===== src/rtl/tomasulo_pkg.sv =====
// Shared Tomasulo widths, func codes and bundles.
// Used by the reservation station, exec and the ROB.
package tomasulo_pkg;

  localparam int DATA_W = 8;
  localparam int FUNC_W = 4;
  localparam int REG_W  = 4;
  localparam int ROB_W  = 3;

  typedef logic [DATA_W-1:0] data_t;
  typedef logic [FUNC_W-1:0] func_t;
  typedef logic [REG_W-1:0]  reg_t;
  typedef logic [ROB_W-1:0]  rob_t;

  typedef enum logic [FUNC_W-1:0] {
    F_ADD = 4'b0000,
    F_SUB = 4'b0001,
    F_MUL = 4'b0010,
    F_DIV = 4'b0011,
    F_LD  = 4'b0100,
    F_ST  = 4'b0101
  } func_e;

  typedef struct packed {
    func_t func;
    reg_t  rd;
    rob_t  rob;
    data_t vj;
    data_t vk;
    logic  rdy_j;
    logic  rdy_k;
    rob_t  qj;
    rob_t  qk;
  } issue_t;

  typedef struct packed {
    func_t func;
    reg_t  rd;
    rob_t  rob;
    data_t vj;
    data_t vk;
  } op_t;

  function automatic logic tag_hit(
    input logic v,
    input rob_t a,
    input rob_t b
  );
    return v && (a == b);
  endfunction

endpackage


===== src/rtl/res_station_if.sv =====
// Issue, CDB and dispatch bundle of the station.
// master = issue/CDB/exec side, slave = station.
interface res_station_if;
  import tomasulo_pkg::*;

  logic  issue_valid;
  logic  issue_ready;
  func_t issue_func;
  reg_t  issue_rd;
  rob_t  issue_rob;
  data_t issue_vj;
  data_t issue_vk;
  logic  issue_rdy_j;
  logic  issue_rdy_k;
  rob_t  issue_qj;
  rob_t  issue_qk;

  logic  cdb_valid;
  rob_t  cdb_tag;
  data_t cdb_data;

  logic  exec_ready;
  logic  exec_b;
  func_t func;
  reg_t  rd;
  rob_t  rob_ind;
  data_t rs1_data;
  data_t rs2_data;

  modport master (
    output issue_valid, issue_func, issue_rd,
    output issue_rob, issue_vj, issue_vk,
    output issue_rdy_j, issue_rdy_k,
    output issue_qj, issue_qk,
    output cdb_valid, cdb_tag, cdb_data,
    output exec_ready,
    input  issue_ready, exec_b, func, rd,
    input  rob_ind, rs1_data, rs2_data
  );

  modport slave (
    input  issue_valid, issue_func, issue_rd,
    input  issue_rob, issue_vj, issue_vk,
    input  issue_rdy_j, issue_rdy_k,
    input  issue_qj, issue_qk,
    input  cdb_valid, cdb_tag, cdb_data,
    input  exec_ready,
    output issue_ready, exec_b, func, rd,
    output rob_ind, rs1_data, rs2_data
  );

endinterface


===== src/rtl/rs_entry.sv =====
// One reservation-station slot: storage, issue
// write with CDB bypass, and operand wakeup.
module rs_entry
  import tomasulo_pkg::*;
(
  input  logic   clk,
  input  logic   rst,
  input  logic   we,
  input  issue_t issue,
  input  logic   cdb_valid,
  input  rob_t   cdb_tag,
  input  data_t  cdb_data,
  input  logic   deq,
  output logic   busy,
  output logic   ready,
  output op_t    op
);

  logic rdy_j;
  logic rdy_k;
  rob_t qj;
  rob_t qk;

  logic byp_j;
  logic byp_k;
  logic hit_j;
  logic hit_k;

  assign byp_j = !issue.rdy_j &&
    tag_hit(cdb_valid, cdb_tag, issue.qj);
  assign byp_k = !issue.rdy_k &&
    tag_hit(cdb_valid, cdb_tag, issue.qk);

  assign hit_j = busy && !rdy_j &&
    tag_hit(cdb_valid, cdb_tag, qj);
  assign hit_k = busy && !rdy_k &&
    tag_hit(cdb_valid, cdb_tag, qk);

  assign ready = busy && rdy_j && rdy_k;

  // Slot state: clear, issue write, or dispatch/wakeup.
  always_ff @(posedge clk) begin
    if (rst) begin
      busy  <= 1'b0;
      rdy_j <= 1'b0;
      rdy_k <= 1'b0;
      qj    <= '0;
      qk    <= '0;
      op    <= '0;
    end else if (we) begin
      busy    <= 1'b1;
      op.func <= issue.func;
      op.rd   <= issue.rd;
      op.rob  <= issue.rob;
      op.vj   <= byp_j ? cdb_data : issue.vj;
      op.vk   <= byp_k ? cdb_data : issue.vk;
      rdy_j   <= issue.rdy_j | byp_j;
      rdy_k   <= issue.rdy_k | byp_k;
      qj      <= issue.qj;
      qk      <= issue.qk;
    end else begin
      if (deq) begin
        busy <= 1'b0;
      end
      if (hit_j) begin
        op.vj <= cdb_data;
        rdy_j <= 1'b1;
      end
      if (hit_k) begin
        op.vk <= cdb_data;
        rdy_k <= 1'b1;
      end
    end
  end

endmodule


===== src/rtl/res_station.sv =====
// Reservation station: DEPTH slots, free/ready
// priority encoders and dispatch output registers.
module res_station
  import tomasulo_pkg::*;
#(
  parameter int DEPTH = 4
) (
  input  logic clk1,
  input  logic rst,
  input  logic flush,
  res_station_if.slave bus
);

  localparam int IDX_W = $clog2(DEPTH);

  logic [DEPTH-1:0] busy;
  logic [DEPTH-1:0] rdy;
  logic [DEPTH-1:0] we;
  logic [DEPTH-1:0] deq;
  op_t              ent_op [DEPTH];

  logic             clr;
  logic             take;
  logic             disp;
  logic [IDX_W-1:0] free_idx;
  logic [IDX_W-1:0] sel_idx;
  issue_t           iss;
  op_t              out_q;
  logic             exec_q;

  assign clr  = rst | flush;
  assign take = bus.issue_valid && bus.issue_ready;
  assign disp = bus.exec_ready && (|rdy);

  assign bus.issue_ready = !(&busy);

  // Pack the issue fields for the slots.
  always_comb begin
    iss       = '0;
    iss.func  = bus.issue_func;
    iss.rd    = bus.issue_rd;
    iss.rob   = bus.issue_rob;
    iss.vj    = bus.issue_vj;
    iss.vk    = bus.issue_vk;
    iss.rdy_j = bus.issue_rdy_j;
    iss.rdy_k = bus.issue_rdy_k;
    iss.qj    = bus.issue_qj;
    iss.qk    = bus.issue_qk;
  end

  // Lowest free slot and lowest ready slot.
  always_comb begin
    free_idx = '0;
    sel_idx  = '0;
    for (int i = DEPTH - 1; i >= 0; i--) begin
      if (!busy[i]) free_idx = IDX_W'(i);
      if (rdy[i])   sel_idx  = IDX_W'(i);
    end
  end

  // One-hot issue write and dispatch dequeue.
  always_comb begin
    we  = '0;
    deq = '0;
    for (int i = 0; i < DEPTH; i++) begin
      we[i]  = take && (free_idx == IDX_W'(i));
      deq[i] = disp && (sel_idx == IDX_W'(i));
    end
  end

  for (genvar g = 0; g < DEPTH; g++) begin : g_ent
    rs_entry u_ent (
      .clk       (clk1),
      .rst       (clr),
      .we        (we[g]),
      .issue     (iss),
      .cdb_valid (bus.cdb_valid),
      .cdb_tag   (bus.cdb_tag),
      .cdb_data  (bus.cdb_data),
      .deq       (deq[g]),
      .busy      (busy[g]),
      .ready     (rdy[g]),
      .op        (ent_op[g])
    );
  end

  // Dispatch registers; data holds when idle.
  always_ff @(posedge clk1) begin
    if (clr) begin
      exec_q <= 1'b0;
      out_q  <= '0;
    end else if (disp) begin
      exec_q <= 1'b1;
      out_q  <= ent_op[sel_idx];
    end else begin
      exec_q <= 1'b0;
    end
  end

  assign bus.exec_b   = exec_q;
  assign bus.func     = out_q.func;
  assign bus.rd       = out_q.rd;
  assign bus.rob_ind  = out_q.rob;
  assign bus.rs1_data = out_q.vj;
  assign bus.rs2_data = out_q.vk;

endmodule


===== src/flat_wrapper.sv =====
// flat-port wrapper written by rule: the top's interface ports become plain ports
module res_station_flat import tomasulo_pkg::*;
#(
  parameter int DEPTH = 4
)
  (clk1, rst, flush, bus_issue_valid, bus_issue_func, bus_issue_rd, bus_issue_rob, bus_issue_vj, bus_issue_vk, bus_issue_rdy_j, bus_issue_rdy_k, bus_issue_qj, bus_issue_qk, bus_cdb_valid, bus_cdb_tag, bus_cdb_data, bus_exec_ready, bus_issue_ready, bus_exec_b, bus_func, bus_rd, bus_rob_ind, bus_rs1_data, bus_rs2_data);
  res_station_if bus_i ();
  input  logic clk1;
  input  logic rst;
  input  logic flush;
  input wire logic [$bits(bus_i.issue_valid)-1:0] bus_issue_valid;
  input wire logic [$bits(bus_i.issue_func)-1:0] bus_issue_func;
  input wire logic [$bits(bus_i.issue_rd)-1:0] bus_issue_rd;
  input wire logic [$bits(bus_i.issue_rob)-1:0] bus_issue_rob;
  input wire logic [$bits(bus_i.issue_vj)-1:0] bus_issue_vj;
  input wire logic [$bits(bus_i.issue_vk)-1:0] bus_issue_vk;
  input wire logic [$bits(bus_i.issue_rdy_j)-1:0] bus_issue_rdy_j;
  input wire logic [$bits(bus_i.issue_rdy_k)-1:0] bus_issue_rdy_k;
  input wire logic [$bits(bus_i.issue_qj)-1:0] bus_issue_qj;
  input wire logic [$bits(bus_i.issue_qk)-1:0] bus_issue_qk;
  input wire logic [$bits(bus_i.cdb_valid)-1:0] bus_cdb_valid;
  input wire logic [$bits(bus_i.cdb_tag)-1:0] bus_cdb_tag;
  input wire logic [$bits(bus_i.cdb_data)-1:0] bus_cdb_data;
  input wire logic [$bits(bus_i.exec_ready)-1:0] bus_exec_ready;
  output wire logic [$bits(bus_i.issue_ready)-1:0] bus_issue_ready;
  output wire logic [$bits(bus_i.exec_b)-1:0] bus_exec_b;
  output wire logic [$bits(bus_i.func)-1:0] bus_func;
  output wire logic [$bits(bus_i.rd)-1:0] bus_rd;
  output wire logic [$bits(bus_i.rob_ind)-1:0] bus_rob_ind;
  output wire logic [$bits(bus_i.rs1_data)-1:0] bus_rs1_data;
  output wire logic [$bits(bus_i.rs2_data)-1:0] bus_rs2_data;
  assign bus_i.issue_valid = bus_issue_valid;
  assign bus_i.issue_func = bus_issue_func;
  assign bus_i.issue_rd = bus_issue_rd;
  assign bus_i.issue_rob = bus_issue_rob;
  assign bus_i.issue_vj = bus_issue_vj;
  assign bus_i.issue_vk = bus_issue_vk;
  assign bus_i.issue_rdy_j = bus_issue_rdy_j;
  assign bus_i.issue_rdy_k = bus_issue_rdy_k;
  assign bus_i.issue_qj = bus_issue_qj;
  assign bus_i.issue_qk = bus_issue_qk;
  assign bus_i.cdb_valid = bus_cdb_valid;
  assign bus_i.cdb_tag = bus_cdb_tag;
  assign bus_i.cdb_data = bus_cdb_data;
  assign bus_i.exec_ready = bus_exec_ready;
  assign bus_issue_ready = bus_i.issue_ready;
  assign bus_exec_b = bus_i.exec_b;
  assign bus_func = bus_i.func;
  assign bus_rd = bus_i.rd;
  assign bus_rob_ind = bus_i.rob_ind;
  assign bus_rs1_data = bus_i.rs1_data;
  assign bus_rs2_data = bus_i.rs2_data;
  res_station #(.DEPTH(DEPTH)) u_core (.clk1(clk1), .rst(rst), .flush(flush), .bus(bus_i));
endmodule

===== config.mk =====
export PLATFORM = sky130hd
export DESIGN_NAME = res_station_flat
export DESIGN_NICKNAME = d
export VERILOG_FILES = /design/src/rtl/tomasulo_pkg.sv /design/src/rtl/res_station_if.sv /design/src/rtl/rs_entry.sv /design/src/rtl/res_station.sv /design/src/flat_wrapper.sv
export SDC_FILE = /design/constraint.sdc
export NUM_CORES = 1
export LEC_CHECK = 0
export ABC_CLOCK_PERIOD_IN_PS = 2400
export BUFFER_PORTS_ARGS = -buffer_cell sky130_fd_sc_hd__buf_2
export CAP_MARGIN = 20
export CORE_ASPECT_RATIO = 1.25
export CORE_UTILIZATION = 60
export DETAILED_ROUTE_END_ITERATION = 6
export GPL_ROUTABILITY_DRIVEN = 0
export HOLD_SLACK_MARGIN = 0.12
export PLACE_DENSITY = 0.8
export REMOVE_ABC_BUFFERS = 1
export SLEW_MARGIN = 20
export SYNTH_ARGS = -nofsm -noshare
export SYNTH_HDL_FRONTEND = slang
export SYNTH_SLANG_ARGS = --single-unit

===== constraint.sdc =====
create_clock -name clk1 -period 2.4 [get_ports clk1]
set_clock_uncertainty 0.1 [all_clocks]
set_input_delay 0.48 -clock clk1 [delete_from_list [all_inputs] [get_ports clk1]]
set_output_delay 0.48 -clock clk1 [all_outputs]
set_load 0.03 [all_outputs]

==> flow_summary_export.csv <==
group,metric,value,unit
run_status,status,"completed",
global_route,maximum_number_of_pins_on_one_net_before_global_route_repair,58,
setup_path,critical_path.max_fanout,12,
clocking,cts.root.buffer_cell,"sky130_fd_sc_hd__clkbuf_16",
clocking,postCtsSetupBuffers,0,
setup_path,worst_path_largest_cell_delay,890,ps
drt,vias_cell,6.57,
logic_synthesis,netlist_area,8760,um2
setup_path,cp_top_family,"simple AND/OR/NAND/NOR gates",
global_route,initial_antenna_violation_count,0,
setup_path,setup.worst_path.end_class,"register",
finish,antenna_cells,0,
floorplan,dieArea,15100,um2
setup_path,rrSetupSlack,240,ps
setup_path,crit_required,2640,ps
clocking,clock_transition_at_the_registers_of_the_reported_paths,70,ps
placed_design,input_output_buffers,80,
drt,routed_wl,26600,um
global_route,grt_pass1_wl,40900,um
setup_path,worstReg2RegEnd,"u_core.bus.rd[1]",
floorplan,row_count,49,
power_and_ir_drop,p_clk_share,44.5,%
drt,drc_errors,0,
logic_synthesis,yosys_warnings,0,
logic_synthesis,synthArstFlopShare,0,%
setup_path,start_kind,"register",
drt,pre_antenna_drt_iters,6,
timing,pin_slew_with_the_least_headroom_to_its_limit,1160,ps
logic_synthesis,yosysUniqueCellTypes,46,
clocking,clkSinkCount,172,
power_and_ir_drop,power_switching_share,24.5,%
clocking,cts-resized-gates,0,
logic_synthesis,synth_seq_cells,172,
setup_path,critPathBufInv,0,
timing,min_period_over_period,90.0,%
timing,timing.fmax,0.463,GHz
timing,slew_headroom,22.4,%
global_route,grt_overflow,0,
setup_path,critical_path_class,"reg2reg",
finish,footprint_of_the_multi_input_gates,4710,um2
floorplan,placeableCoreArea,14300,um2
timing,finalHoldViolations,0,
finish,post_route_cells_drive_above_1_share,17.5,%
floorplan,initial_utilization,61.0,%
timing,grt_setup_unrepaired,"false",
clocking,clock_path_buffers,2,
placed_design,detailed_place_hpwl,16300,um
timing,setup-tns-final,0,ps
setup_path,startpoint,"u_core.g_ent[0].u_ent.rdy_k",
timing,slew_viol_final,0,
power_and_ir_drop,combinationalPowerShare,8.0,%
power_and_ir_drop,intPower,0.00462,W
logic_synthesis,synth_largest_area_cell,"sky130_fd_sc_hd__dfxtp_1",
drt,dr.first_iter.drc_count,767,
logic_synthesis,synth_enable_flop_cells,0,
clocking,post_cts_hold_buffer_count,0,
setup_path,r2r_start,"u_core.g_ent[0].u_ent.rdy_k",
setup_path,timing.critical_path.arrival,2400,ps
floorplan,dieWidth,110,um
setup_path,critical_path_depth,4,
logic_synthesis,sequential_to_total_area_share_from_yosys_stat,39.3,%
setup_path,worstSetupEndpoint,"u_core.bus.rd[1]",
flow_run,max_cap_viol_count,0,
logic_synthesis,syn-instance-count,1049,
clocking,h-tree-depth,4,
clocking,cts_made_buffers,17,
global_route,gr-usage-all-layers,36.1,%
power_and_ir_drop,total_leakage_power,3.75,nW
floorplan,chip_height,137,um
clocking,tritoncts,"built",
power_and_ir_drop,powerDensity,617,nW/um2
logic_synthesis,fraction_of_post_synthesis_cell_area_in_the_top_cell_type_by_area,39.3,%
floorplan,num_io_pins,81,
drt,num_vias,8398,
finish,nNetsFinal,1140,
timing,final_period_minus_worst_setup_slack,2160,ps
logic_synthesis,area_contributors_post_synth,"sky130_fd_sc_hd__dfxtp_1 (39%), sky130_fd_sc_hd__a211oi_1 (9.8%), sky130_fd_sc_hd__nand2_1 (8.3%)",
power_and_ir_drop,max_rail_drop_vdd,0.000433,V
finish,final-seq-area,3440,um2
timing,final-setup-viol-count,0,
finish,areaGrowthSynthToFinish,13.3,%
logic_synthesis,synth_top_flop_cell,"sky130_fd_sc_hd__dfxtp_1",
finish,final_core_utilization,69.2,%
power_and_ir_drop,share_seq_of_total_power,47.5,%
setup_path,crit_chain,"and3_1 > nor2_1 > a31oi_1 > a311oi_1",
setup_path,timing.reg2reg.worst_path_depth,4,
drt,drt-wirelength-per-cell,20.8,um
hold_path,class_of_the_tightest_hold_or_removal_check,"in2reg",
power_and_ir_drop,net-switching-power,0.00150,W
finish,nFillCells,1197,
global_route,first_global_vias,7736,
drt,detail-route-antenna-nets,0,
setup_path,crit_path_top_delay_cell,"sky130_fd_sc_hd__nor2_1",
clocking,clock_insertion_delay_worst_skew,430,ps
logic_synthesis,postSynthAreaPerCell,8.35,um2
## cells in the final DEF, fill, tap and decap left out, types with 3 or more instances in the layout
master,netlist,routed
sky130_fd_sc_hd__a211oi_1,114,114
sky130_fd_sc_hd__a41oi_1,28,28
sky130_fd_sc_hd__mux2_2,8,8
sky130_fd_sc_hd__and3b_1,3,3
sky130_fd_sc_hd__o2bb2ai_1,3,3
sky130_fd_sc_hd__nand3_1,23,23
sky130_fd_sc_hd__nor2_1,12,12
sky130_fd_sc_hd__buf_2,38,80
sky130_fd_sc_hd__a311oi_1,4,4
sky130_fd_sc_hd__and4_1,3,3
sky130_fd_sc_hd__nor4_2,1,7
sky130_fd_sc_hd__dfxtp_1,172,172
sky130_fd_sc_hd__a21oi_1,83,83
sky130_fd_sc_hd__inv_1,17,17
sky130_fd_sc_hd__nor2b_1,4,4
sky130_fd_sc_hd__nand2_1,193,193
sky130_fd_sc_hd__nand4_1,4,4
sky130_fd_sc_hd__buf_4,5,54
sky130_fd_sc_hd__and2_1,7,7
sky130_fd_sc_hd__xnor2_1,9,9
sky130_fd_sc_hd__clkinv_2,0,4
sky130_fd_sc_hd__o21ai_0,27,27
sky130_fd_sc_hd__clkinvlp_4,0,3
sky130_fd_sc_hd__o22ai_1,24,24
sky130_fd_sc_hd__mux2i_1,64,64
sky130_fd_sc_hd__a31oi_1,25,25
sky130_fd_sc_hd__nand3b_1,7,7
sky130_fd_sc_hd__buf_12,0,5
sky130_fd_sc_hd__xor2_1,18,18
sky130_fd_sc_hd__clkbuf_16,0,17
sky130_fd_sc_hd__xnor2_2,3,3
sky130_fd_sc_hd__a21o_1,39,39
sky130_fd_sc_hd__nor3_1,12,12
sky130_fd_sc_hd__and3_1,4,4
## metrics by stage
step	hold WS, ps	cell area (um2)	cells	total power [W]	setup WS, ps
after floorplan	336	8180	930	0.00319	-249
after global placement	342	9350	1247	0.00344	322
after detailed placement	346	9350	1247	0.00344	252
after CTS	210	9930	1278	0.00613	311
after global routing	219	9930	1278	0.00628	191
final	213	9930	1278	0.00612	239
## worst register-to-register path, delay by kind of cell, from the launching register on
family / cells / cell delay (ps)
flip-flops: 1 / 340
AO/OA/AOI/OAI: 2 / 530
AND/OR/NAND/NOR: 2 / 1100
## area by class of cell
type / instances / area share, %
clock buffers: 20 / 4.60
clock inverters: 11 / 1.21
inverters: 17 / 0.643
multi-input cells: 741 / 47.5
flip-flops and latches: 172 / 34.7
well taps: 178 / 2.24
repair buffers: 139 / 9.13
## power groups by stage
stage | Combinational, W | Clock, W | Sequential (W)
floorplan | 0.000222 | 0 | 0.00297
global placement | 0.000468 | 0 | 0.00297
detailed placement | 0.000473 | 0 | 0.00297
CTS | 0.000477 | 0.00274 | 0.00291
global route | 0.000520 | 0.00285 | 0.00291
finish | 0.000488 | 0.00272 | 0.00291
## metal layers
metal / up-vias / GRT usage [%] / share of wire, %
li1: 3883 / - / -
met1: 3962 / 45.9 / 39
met2: 462 / 57.5 / 48
met3: 91 / 5.76 / 9.3
met4: 0 / 20.6 / 4.1
met5: - / 0 / 0
## kinds of logic (layout without fill, tap and decap cells)
group | after synthesis | after routing | share of synthesized area (%)
compound gates | 352 | 352 | 27.0
simple gates | 287 | 287 | 14.7
flops | 172 | 172 | 39.3
buf+inv | 136 | 187 | 7.34
mux | 72 | 72 | 8.34
xor+xnor | 30 | 30 | 3.26
## sequential cells by signal, summed over array words and instances (netlist names), 4 cells and up
register and count:
u_core.g_ent.u_ent.busy 4, u_core.bus.rs2_data 8, u_core.g_ent.u_ent.qj 12, u_core.bus.rs1_data 8, u_core.g_ent.u_ent.qk 12, u_core.g_ent.u_ent.op 108
u_core.bus.rd 4, u_core.g_ent.u_ent.rdy_j 4, u_core.g_ent.u_ent.rdy_k 4, u_core.bus.func 4
## synth_stat cells (4+ instances only)
master	number
sky130_fd_sc_hd__inv_1	17
sky130_fd_sc_hd__a31oi_1	25
sky130_fd_sc_hd__o21ai_0	27
sky130_fd_sc_hd__and3_1	4
sky130_fd_sc_hd__nor2_1	12
sky130_fd_sc_hd__buf_2	38
sky130_fd_sc_hd__a311oi_1	4
sky130_fd_sc_hd__nand4_1	4
sky130_fd_sc_hd__nand3_1	23
sky130_fd_sc_hd__nor3_1	12
sky130_fd_sc_hd__o22ai_1	24
sky130_fd_sc_hd__nand2_1	193
sky130_fd_sc_hd__nand3b_1	7
sky130_fd_sc_hd__nor4_1	6
sky130_fd_sc_hd__a21o_1	39
sky130_fd_sc_hd__nor2b_1	4
sky130_fd_sc_hd__clkbuf_1	61
sky130_fd_sc_hd__xor2_1	18
sky130_fd_sc_hd__a41oi_1	28
sky130_fd_sc_hd__buf_6	4
sky130_fd_sc_hd__xnor2_1	9
sky130_fd_sc_hd__mux2i_1	64
sky130_fd_sc_hd__a211oi_1	114
sky130_fd_sc_hd__and2_1	7
sky130_fd_sc_hd__mux2_2	8
sky130_fd_sc_hd__dfxtp_1	172
sky130_fd_sc_hd__buf_1	6
sky130_fd_sc_hd__buf_4	5
sky130_fd_sc_hd__a21oi_1	83
## worst min path at each step
stage                                      start                            to  slack [ps]  cells past startpoint
finish                          bus_issue_rob[0]  u_core.g_ent[0].u_ent.op[16]         210                      3
global route                   bus_issue_func[1]  u_core.g_ent[2].u_ent.op[24]         220                      3
CTS                              bus_issue_rd[0]  u_core.g_ent[3].u_ent.op[19]         210                      3
detailed placement  u_core.g_ent[3].u_ent.op[26]  u_core.g_ent[3].u_ent.op[26]         350                      2
global placement    u_core.g_ent[2].u_ent.op[21]  u_core.g_ent[2].u_ent.op[21]         340                      2
floorplan           u_core.g_ent[0].u_ent.op[18]  u_core.g_ent[0].u_ent.op[18]         340                      2
(Power assumes the default switching activity.)
